**config.mk**
```make
export PLATFORM = sky130hd
export DESIGN_NAME = cy_tlb_fill_ctrl
export DESIGN_NICKNAME = d
export VERILOG_FILES = /design/src/rtl/cy_tlb_fill_ctrl.sv
export SDC_FILE = /design/constraint.sdc
export NUM_CORES = 1
export LEC_CHECK = 0
export BUFFER_PORTS_ARGS = -buffer_cell sky130_fd_sc_hd__buf_2
export CAP_MARGIN = 20
export CORE_UTILIZATION = 59
export DETAILED_ROUTE_END_ITERATION = 6
export HOLD_SLACK_MARGIN = 0.08
export PLACE_DENSITY = 0.85
export REMOVE_ABC_BUFFERS = 1
export SLEW_MARGIN = 10
export SYNTH_ARGS = -nofsm -noshare
export SYNTH_HDL_FRONTEND = slang
export SYNTH_SLANG_ARGS = --single-unit
```
**constraint.sdc**
```tcl
create_clock -name clk -period 10 [get_ports clk]
set_clock_uncertainty 0.1 [all_clocks]
set_input_delay 0 -clock clk [delete_from_list [all_inputs] [get_ports clk]]
set_output_delay 0 -clock clk [all_outputs]
set_load 0.01 [all_outputs]
```
**src/rtl/cy_tlb_fill_ctrl.sv**
```systemverilog
// cy_tlb_fill_ctrl
// Miss-service sequencer for the 4K/2M/4G translation TLB. A TLB miss is
// captured and reported to the host through irq_o. The host stages
// replacement entries through the cfg register port and commits them. The
// entries are then drained into the TLB write port, and the TLB is told to
// retry with resume_o. Entries can also be preloaded while no miss is pending.

module cy_tlb_fill_ctrl #(
   parameter int STAGE_LD = 3,
   parameter int TLB_AW   = 16,
   parameter int TMO_W    = 20
) (
   input  logic              clk,
   input  logic              rst,
   input  logic              miss_i,
   input  logic [63:0]       miss_vaddr_i,
   input  logic              miss_read_i,
   input  logic              cfg_valid_i,
   input  logic              cfg_is_write_i,
   input  logic [7:0]        cfg_addr_i,
   input  logic [63:0]       cfg_data_i,
   output logic              cfg_rvalid_o,
   output logic [63:0]       cfg_rdata_o,
   output logic              tlb_wr_o,
   output logic [TLB_AW-1:0] tlb_wr_addr_o,
   output logic [63:0]       tlb_wr_data_o,
   input  logic              tlb_wr_ready_i,
   output logic              resume_o,
   output logic              irq_o,
   output logic              busy_o
);

   localparam int DEPTH = 2 ** STAGE_LD;
   localparam int EW    = TLB_AW + 64;

   typedef enum logic [2:0] {
      IDLE   = 3'd0,
      MWAIT  = 3'd1,
      DRAIN  = 3'd2,
      RESUME = 3'd3,
      GUARD  = 3'd4
   } state_t;

   state_t              state_q, state_d;
   logic                from_miss_q, from_miss_d;
   logic [EW-1:0]       mem_q [DEPTH];
   logic [STAGE_LD-1:0] wr_ptr_q, wr_ptr_d;
   logic [STAGE_LD-1:0] rd_ptr_q, rd_ptr_d;
   logic [STAGE_LD:0]   count_q, count_d;
   logic [TLB_AW-1:0]   pend_addr_q, pend_addr_d;
   logic [63:1]         vaddr_cap_q, vaddr_cap_d;
   logic                read_cap_q, read_cap_d;
   logic [15:0]         miss_cnt_q, miss_cnt_d;
   logic [TMO_W-1:0]    tmr_q, tmr_d;
   logic                tmo_q, tmo_d;
   logic                ovf_q, ovf_d;
   logic                rej_q, rej_d;
   logic                cfg_rvalid_q, cfg_rvalid_d;
   logic [63:0]         cfg_rdata_q, cfg_rdata_d;

   logic                cfg_wr;
   logic                cfg_rd;
   logic                do_latch;
   logic                do_push;
   logic                do_commit;
   logic                do_abort;
   logic                fifo_empty;
   logic                fifo_full;
   logic                push_en;
   logic                pop_en;
   logic                flush_en;
   logic [EW-1:0]       head;
   logic [63:0]         status_word;
   logic                unused_vaddr_lsb;

   assign cfg_wr     = cfg_valid_i && cfg_is_write_i;
   assign cfg_rd     = cfg_valid_i && !cfg_is_write_i;
   assign do_latch   = cfg_wr && (cfg_addr_i == 8'h08);
   assign do_push    = cfg_wr && (cfg_addr_i == 8'h10);
   assign do_commit  = cfg_wr && (cfg_addr_i == 8'h18);
   assign do_abort   = cfg_wr && (cfg_addr_i == 8'h20);

   assign fifo_empty = (count_q == '0);
   assign fifo_full  = (count_q == (STAGE_LD+1)'(DEPTH));
   assign push_en    = do_push && (state_q != DRAIN) && !fifo_full;
   assign pop_en     = (state_q == DRAIN) && !fifo_empty && tlb_wr_ready_i;
   assign flush_en   = do_abort && (state_q != DRAIN);
   assign head       = mem_q[rd_ptr_q];

   assign status_word = {miss_cnt_q, 37'b0, tmo_q, ovf_q, rej_q, state_q, 5'(count_q)};

   assign unused_vaddr_lsb = miss_vaddr_i[0];

   // State and control register bank, cleared by the synchronous reset
   always_ff @(posedge clk) begin
      if (rst) begin
         state_q      <= IDLE;
         from_miss_q  <= 1'b0;
         wr_ptr_q     <= '0;
         rd_ptr_q     <= '0;
         count_q      <= '0;
         pend_addr_q  <= '0;
         vaddr_cap_q  <= '0;
         read_cap_q   <= 1'b0;
         miss_cnt_q   <= '0;
         tmr_q        <= '0;
         tmo_q        <= 1'b0;
         ovf_q        <= 1'b0;
         rej_q        <= 1'b0;
         cfg_rvalid_q <= 1'b0;
         cfg_rdata_q  <= '0;
      end else begin
         state_q      <= state_d;
         from_miss_q  <= from_miss_d;
         wr_ptr_q     <= wr_ptr_d;
         rd_ptr_q     <= rd_ptr_d;
         count_q      <= count_d;
         pend_addr_q  <= pend_addr_d;
         vaddr_cap_q  <= vaddr_cap_d;
         read_cap_q   <= read_cap_d;
         miss_cnt_q   <= miss_cnt_d;
         tmr_q        <= tmr_d;
         tmo_q        <= tmo_d;
         ovf_q        <= ovf_d;
         rej_q        <= rej_d;
         cfg_rvalid_q <= cfg_rvalid_d;
         cfg_rdata_q  <= cfg_rdata_d;
      end
   end

   // Staging storage; only the pointers and count say which slots are live
   always_ff @(posedge clk) begin
      if (push_en) begin
         mem_q[wr_ptr_q] <= {pend_addr_q, cfg_data_i};
      end
   end

   // Next-state logic of the miss-service sequence
   always_comb begin
      state_d     = state_q;
      from_miss_d = from_miss_q;
      case (state_q)
         IDLE: begin
            if (miss_i) begin
               state_d = MWAIT;
            end else if (do_commit && !fifo_empty) begin
               state_d     = DRAIN;
               from_miss_d = 1'b0;
            end
         end
         MWAIT: begin
            if (do_commit) begin
               if (!fifo_empty) begin
                  state_d     = DRAIN;
                  from_miss_d = 1'b1;
               end else begin
                  state_d = RESUME;
               end
            end
         end
         DRAIN: begin
            if (pop_en && (count_q == (STAGE_LD+1)'(1))) begin
               state_d = from_miss_q ? RESUME : IDLE;
            end
         end
         RESUME: state_d = GUARD;
         GUARD:  state_d = IDLE;
         default: state_d = IDLE;
      endcase
   end

   // Staging buffer pointers, miss capture, timeout timer and sticky flags
   always_comb begin
      wr_ptr_d    = wr_ptr_q;
      rd_ptr_d    = rd_ptr_q;
      count_d     = count_q;
      pend_addr_d = pend_addr_q;
      vaddr_cap_d = vaddr_cap_q;
      read_cap_d  = read_cap_q;
      miss_cnt_d  = miss_cnt_q;
      tmr_d       = tmr_q;
      tmo_d       = tmo_q;
      ovf_d       = ovf_q;
      rej_d       = rej_q;

      if (do_latch) begin
         pend_addr_d = cfg_data_i[TLB_AW-1:0];
      end

      if ((state_q == IDLE) && miss_i) begin
         vaddr_cap_d = miss_vaddr_i[63:1];
         read_cap_d  = miss_read_i;
         if (miss_cnt_q != 16'hFFFF) begin
            miss_cnt_d = miss_cnt_q + 16'd1;
         end
         tmo_d = 1'b0;
         tmr_d = '0;
      end

      if (state_q == MWAIT) begin
         if (&tmr_q) begin
            tmo_d = 1'b1;
         end else begin
            tmr_d = tmr_q + TMO_W'(1);
         end
      end

      if (do_commit && (((state_q == IDLE) && miss_i) ||
                        (state_q == RESUME) || (state_q == GUARD))) begin
         rej_d = 1'b1;
      end
      if ((do_push || do_abort) && (state_q == DRAIN)) begin
         rej_d = 1'b1;
      end
      if (do_push && (state_q != DRAIN) && fifo_full) begin
         ovf_d = 1'b1;
      end

      if (flush_en) begin
         wr_ptr_d = '0;
         rd_ptr_d = '0;
         count_d  = '0;
         ovf_d    = 1'b0;
         rej_d    = 1'b0;
         tmo_d    = 1'b0;
      end else begin
         if (push_en) begin
            wr_ptr_d = wr_ptr_q + STAGE_LD'(1);
         end
         if (pop_en) begin
            rd_ptr_d = rd_ptr_q + STAGE_LD'(1);
         end
         count_d = count_q + (STAGE_LD+1)'(push_en) - (STAGE_LD+1)'(pop_en);
      end
   end

   // Register read path: data is sampled at the strobe and returned a cycle later
   always_comb begin
      cfg_rvalid_d = cfg_rd;
      cfg_rdata_d  = '0;
      if (cfg_rd) begin
         case (cfg_addr_i)
            8'h00:   cfg_rdata_d = status_word;
            8'h28:   cfg_rdata_d = {vaddr_cap_q, read_cap_q};
            default: cfg_rdata_d = '0;
         endcase
      end
   end

   // Outputs decoded from the current state and the buffer head
   always_comb begin
      tlb_wr_o      = 1'b0;
      tlb_wr_addr_o = '0;
      tlb_wr_data_o = '0;
      resume_o      = 1'b0;
      irq_o         = 1'b0;
      busy_o        = (state_q != IDLE);
      cfg_rvalid_o  = cfg_rvalid_q;
      cfg_rdata_o   = cfg_rdata_q;
      case (state_q)
         MWAIT:  irq_o = 1'b1;
         DRAIN: begin
            if (!fifo_empty) begin
               tlb_wr_o      = 1'b1;
               tlb_wr_addr_o = head[EW-1:64];
               tlb_wr_data_o = head[63:0];
            end
         end
         RESUME: resume_o = 1'b1;
         default: ;
      endcase
   end

endmodule
```
-- After elaboration in Yosys (flattened, before gate mapping)
Memories as Yosys holds them, arrays and structs flattened. A register that Yosys moved wholly into a read port is not among the register bits.
Index checks and enable logic that the tools add are counted.
- reductions and logical operators: 35
- bitwise gates (word level): 1
- equality and inequality tests: 19
- muxes and demuxes: 33
- $add $sub $neg: 6
- operators by type and width (operator ; number):
    64-bit 2-to-1 mux ; 2
    64-bit case mux with 2 select lines ; 1
    20-bit 2-to-1 mux ; 3
    16-bit 2-to-1 mux ; 2
    20-bit by 1-bit adder with 20-bit output, second input constant ; 1
    20-bit AND reduction ; 1
    3-bit 2-to-1 mux ; 6
    1-bit logical AND ; 17
    16-bit by 1-bit adder with 16-bit output, second input constant ; 1
    8-bit by 5-bit equality test with 1-bit output, second input constant ; 2
    8-bit by 6-bit equality test with 1-bit output, second input constant ; 2
    1-bit 2-to-1 mux ; 16
    16-bit != test, second input constant ; 1
    3-bit case mux with 4 select lines ; 1
    8-bit by 4-bit equality test with 1-bit output, second input constant ; 1
    8-bit zero test ; 1
    2-bit != test, second input constant ; 4
    3-bit by 1-bit adder with 3-bit output, second input constant ; 2
    3-bit by 2-bit equality test with 1-bit output, second input constant ; 2
    5-bit AND reduction ; 1
    4-bit by 1-bit adder with 4-bit output ; 1
    4-bit by 1-bit equality test with 1-bit output, second input constant ; 1
    4-bit equality test, second input constant ; 1
    4-bit zero test ; 1
    other kinds (17) ; 23
- input bits: 143
- RAM bits: 640
- register bits after elaboration: 198
- output and inout port bits: 149
- memories kept: 1
- memory list (name ; depth ; width ; rd ports ; clocked after Yosys merged registers in ; write ports ; line ; RTL):
    mem_q ; 8 ; 80 ; 1 ; 1 ; 1 ; 46 ; logic [EW-1:0] mem_q [DEPTH];

-- Longest topological paths before layout
- depth in word-level cells: 7
- gate-level depth with buffers: 14
- depth with buffers taken out: 14

-- Worst setup path after synthesis
Ideal clock, no wire load.
- kind: register -> register
- from: reg state_q[2]
- to: mem mem_q[0][0] (netlist name), enable pin
- path slack: 2.619 ns
- path buffers: 1
- stages on the path, launching flop included: 7
- data arrival time: 6.664 ns
- cells stage by stage: dfxtp_1 clkbuf_1 nor3b_1 nor2_1 and3_1 nand2b_1 nor3_1
- word-level cells in the longest chain between the ends: 5
- RTL lines (what ; line ; RTL):
    start, declared ; 44 ; state_t state_q, state_d;
    start signal, assigned ; 113 ; state_q <= state_d;
    3-bit by 2-bit != test with 1-bit output ; 85 ; assign push_en = do_push && (state_q != DRAIN) && !fifo_full;
    1-bit logical AND (2 in series) ; 85 ;
    1-bit 2-to-1 mux ; 133 ; if (push_en) begin
    1-bit 2-to-1 mux (not written as such) ; 134 ; mem_q[wr_ptr_q] <= {pend_addr_q, cfg_data_i};
    end, declared ; 46 ;
No other way between the ends.

==> impl_metrics.json <==
{
  "via_count_of_the_first_global_routing_pass": 20515,
  "cts_tree": "built",
  "grt_pass1_wl_um": 121000,
  "dieHeight_um": 234,
  "timing.final.crit_period_ns": 4.30,
  "place_ws_ns": 6.01,
  "core_sq_um": 52900,
  "design_area_sq_um": 39100,
  "fin_nets": 2588,
  "grt_antenna_before_repair": 6,
  "floorplan.initialDensity_pct": 60.0,
  "timing.fmax_ghz": 0.233,
  "vias_per_cell": 6.17,
  "clk_latency_ns": 0.63,
  "placement_rows": 84,
  "cpLargestDelayFamily": "buffers and inverters",
  "syn_avg_cell_area_sq_um": 16.7,
  "worst-path-buf-inv": 3,
  "path_common_cell": "buf_4",
  "maxCapViolCount": 0,
  "numCtsBuffers": 82,
  "detailedRoute.firstPassIterationCount": 7,
  "outcome": "finished with violations",
  "drc_errors": 32,
  "endpoint_kind": "primary output",
  "post_synth_instance_area_sq_um": 31700,
  "floorplan.io_pins": 292,
  "drtAntennaViolNets": 0,
  "grt.overflow.total": 0,
  "cp_data_required_time_ns": 9.90,
  "grt_max_degree": 94,
  "finalSetupTns_ns": 0,
  "die-area_sq_um": 54700,
  "clkTransAtPathRegs_ns": 0.06,
  "die_width_um": 234,
  "min_path_type": "in -> reg",
  "finalPower_w": 0.00744,
  "maxSlewHeadroom_pct": 25.3,
  "peakVddDrop_mv": 0.145,
  "syn2layout_area_growth_pct": 23.4,
  "rsz0062_at_grt": "no",
  "post-route-period-util_pct": 43.0,
  "report.final.hold_viol_count": 0,
  "worst_slack_ns": 5.70,
  "max_slew_violation_total_from_the_final_report": 0,
  "critical_path.max_fanout": 47,
  "drive_gt1_share_pct": 25.2,
  "place_hpwl_um": 38500,
  "htree_levels": 3,
  "synth-seq-cells": 841,
  "drt-total-wl_um": 81400,
  "max-clock-path-buffers": 3,
  "critical_path.max_stage_delay_ns": 0.99,
  "first_iter_violations": 1929,
  "violations": "design-rule violations",
  "arrival_ns": 4.20,
  "synth_seq_area_share_pct": 73.3,
  "tightest_slew_ns": 1.12,
  "yosys_warnings": 0,
  "routedWlPerCell_um": 25.5,
  "critical-path-slowest-cell": "dfxtp_4",
  "port-buffer-count": 290,
  "postSynthCellCount": 1899,
  "routabilityCongestion": 0.817,
  "critPathLaunchType": "register",
  "powerDensity_nw_per_um2": 190,
  "nFillCells": 2894,
  "synth_enable_flop_cells": 640,
  "ys_async_sr_fraction_pct": 0,
  "clock_sink_count": 841,
  "yosys.cell_types.count": 60,
  "critical_path.cell_chain": "buf_4 > buf_4 > mux4_2 > mux2i_1 > nor2_1 > buf_2",
  "setup_viol": 0,
  "post_dp_cell_area_sq_um": 33900,
  "ctsRootBufferMaster": "clkbuf_16",
  "grt_usage_pct": 29.9,
  "power.static_leakage_nw": 13.6,
  "num_vias": 19684,
  "timing.setup.critical_path_class": "reg -> out",
  "synth_top_flop_cell": "edfxtp_1"
}
stage by stage:
step | util (%) | std cells | hold WS, ns
6_report | 74.0 | 3188 | 0.101
5_1_grt | 74.0 | 3187 | 0.0835
4_1_cts | 73.9 | 3179 | 0.0804
3_5_place_dp | 64.2 | 2799 | 0.147
3_3_place_gp | 64.1 | 2798 | 0.141
2_1_floorplan | - | 1793 | -0.0309
path summary, 6_finish.rpt:
check,slack (ns),endpoint,from,cells past startpoint
setup reg to reg,6.35,mem_q[0][64],state_q[2],7
hold / removal,0.10,vaddr_cap_q[62],miss_vaddr_i[62],4
hold reg to reg,0.36,vaddr_cap_q[33],vaddr_cap_q[33],2
setup / recovery,5.70,tlb_wr_data_o[62],register,6
synthesized netlist by cell type (3+ instances only):
cell      count  area share (%)
edfxtp_1    640              61
dfxtp_1     201              13
nand2_1     201             2.4
mux4_2      160              11
nor2_1      159             1.9
a21oi_1      97             1.5
mux2i_1      82             2.6
clkbuf_1     70            0.83
and3_1       44            0.87
a22oi_1      27            0.64
buf_1        20            0.24
nor3_1       20            0.32
inv_1        17            0.20
nand3_1      17            0.27
buf_2        15            0.24
xnor2_1      13            0.36
nand4_1      12            0.24
o21ai_0      11            0.17
ha_1         10            0.39
or3_1         8            0.16
xor2_1        7            0.19
nand2b_1      6            0.12
or4_1         5            0.12
a211oi_1      4           0.095
a31oi_1       4           0.079
nor4_1        4           0.079
nor3b_1       3           0.071
power by group:
part | internal, W | total, W | switching, W
sequential | 0.00378 | 0.00382 | 0.0000390
combinational | 0.000183 | 0.000423 | 0.000240
clock | 0.00189 | 0.00320 | 0.00131
total | 0.00585 | 0.00744 | 0.00159
sequential cells by signal, summed over array words and instances, names as in the netlist, 3 cells and up, named ones only:
register     cells
mem_q          640
cfg_rdata_o     64
vaddr_cap_q     63
tmr_q           20
miss_cnt_q      16
pend_addr_q     16
count_q          4
rd_ptr_q         3
state_q          3
wr_ptr_q         3
worst min-delay path, stage by stage:
cell and delay, ns:
dlygate4sd3_1 0.53, buf_2 0.12, nand2_1 0.05, a21oi_1 0.06
cell type report:
| type | instances | area [sq um] | share of cell area (%) |
|---|---|---|---|
| Antenna cell | 5 | 12.5 | 0.0320 |
| Clock buffer | 107 | 2300 | 5.88 |
| Clock inverter | 38 | 489 | 1.25 |
| Inverter | 18 | 67.6 | 0.173 |
| Multi-Input combinational cell | 934 | 8070 | 20.6 |
| Sequential cell | 841 | 23300 | 59.4 |
| Tap cell | 688 | 861 | 2.20 |
| Timing Repair Buffer | 557 | 4090 | 10.5 |
layer usage:
metal  wire [um]  global-route usage [%]  part of all wire (%)  vias up
met2       41700                    51.9                    51     1183
met1       29500                    37.1                    36     9890
met3        7440                    6.21                   9.1      229
li1            -                       -                     -     8378
met4        2760                    11.3                   3.4        4
met5          25                       0                 0.031        -
cell usage in the layout, fill, tap and decap left out, drive strengths merged, types with 13 or more instances in the layout:
cell type and n:
inv 21, clkbuf 107, edfxtp 640, nand3 17
nand2 201, mux2i 82, mux4 160, clkinv 24
a21oi 97, dlygate4sd3 236, buf 321, nor3 21
nor2 159, dfxtp 201, and3 44, xnor2 13
a22oi 27
timing repair:
action	in CTS	in global routing
resized for setup	0	0
buffers inserted	0	0
endpoints found under the hold margin	657	8
hold buffers	235	1
logic make-up after synthesis:
family	share of synthesized area, %
buf+inv	1.55
fa+ha+maj	0.458
flops	73.3
xor+xnor	0.552
simple gates	7.13
compound gates	3.03
mux	14.0
Power figures use the tool's default switching activity.
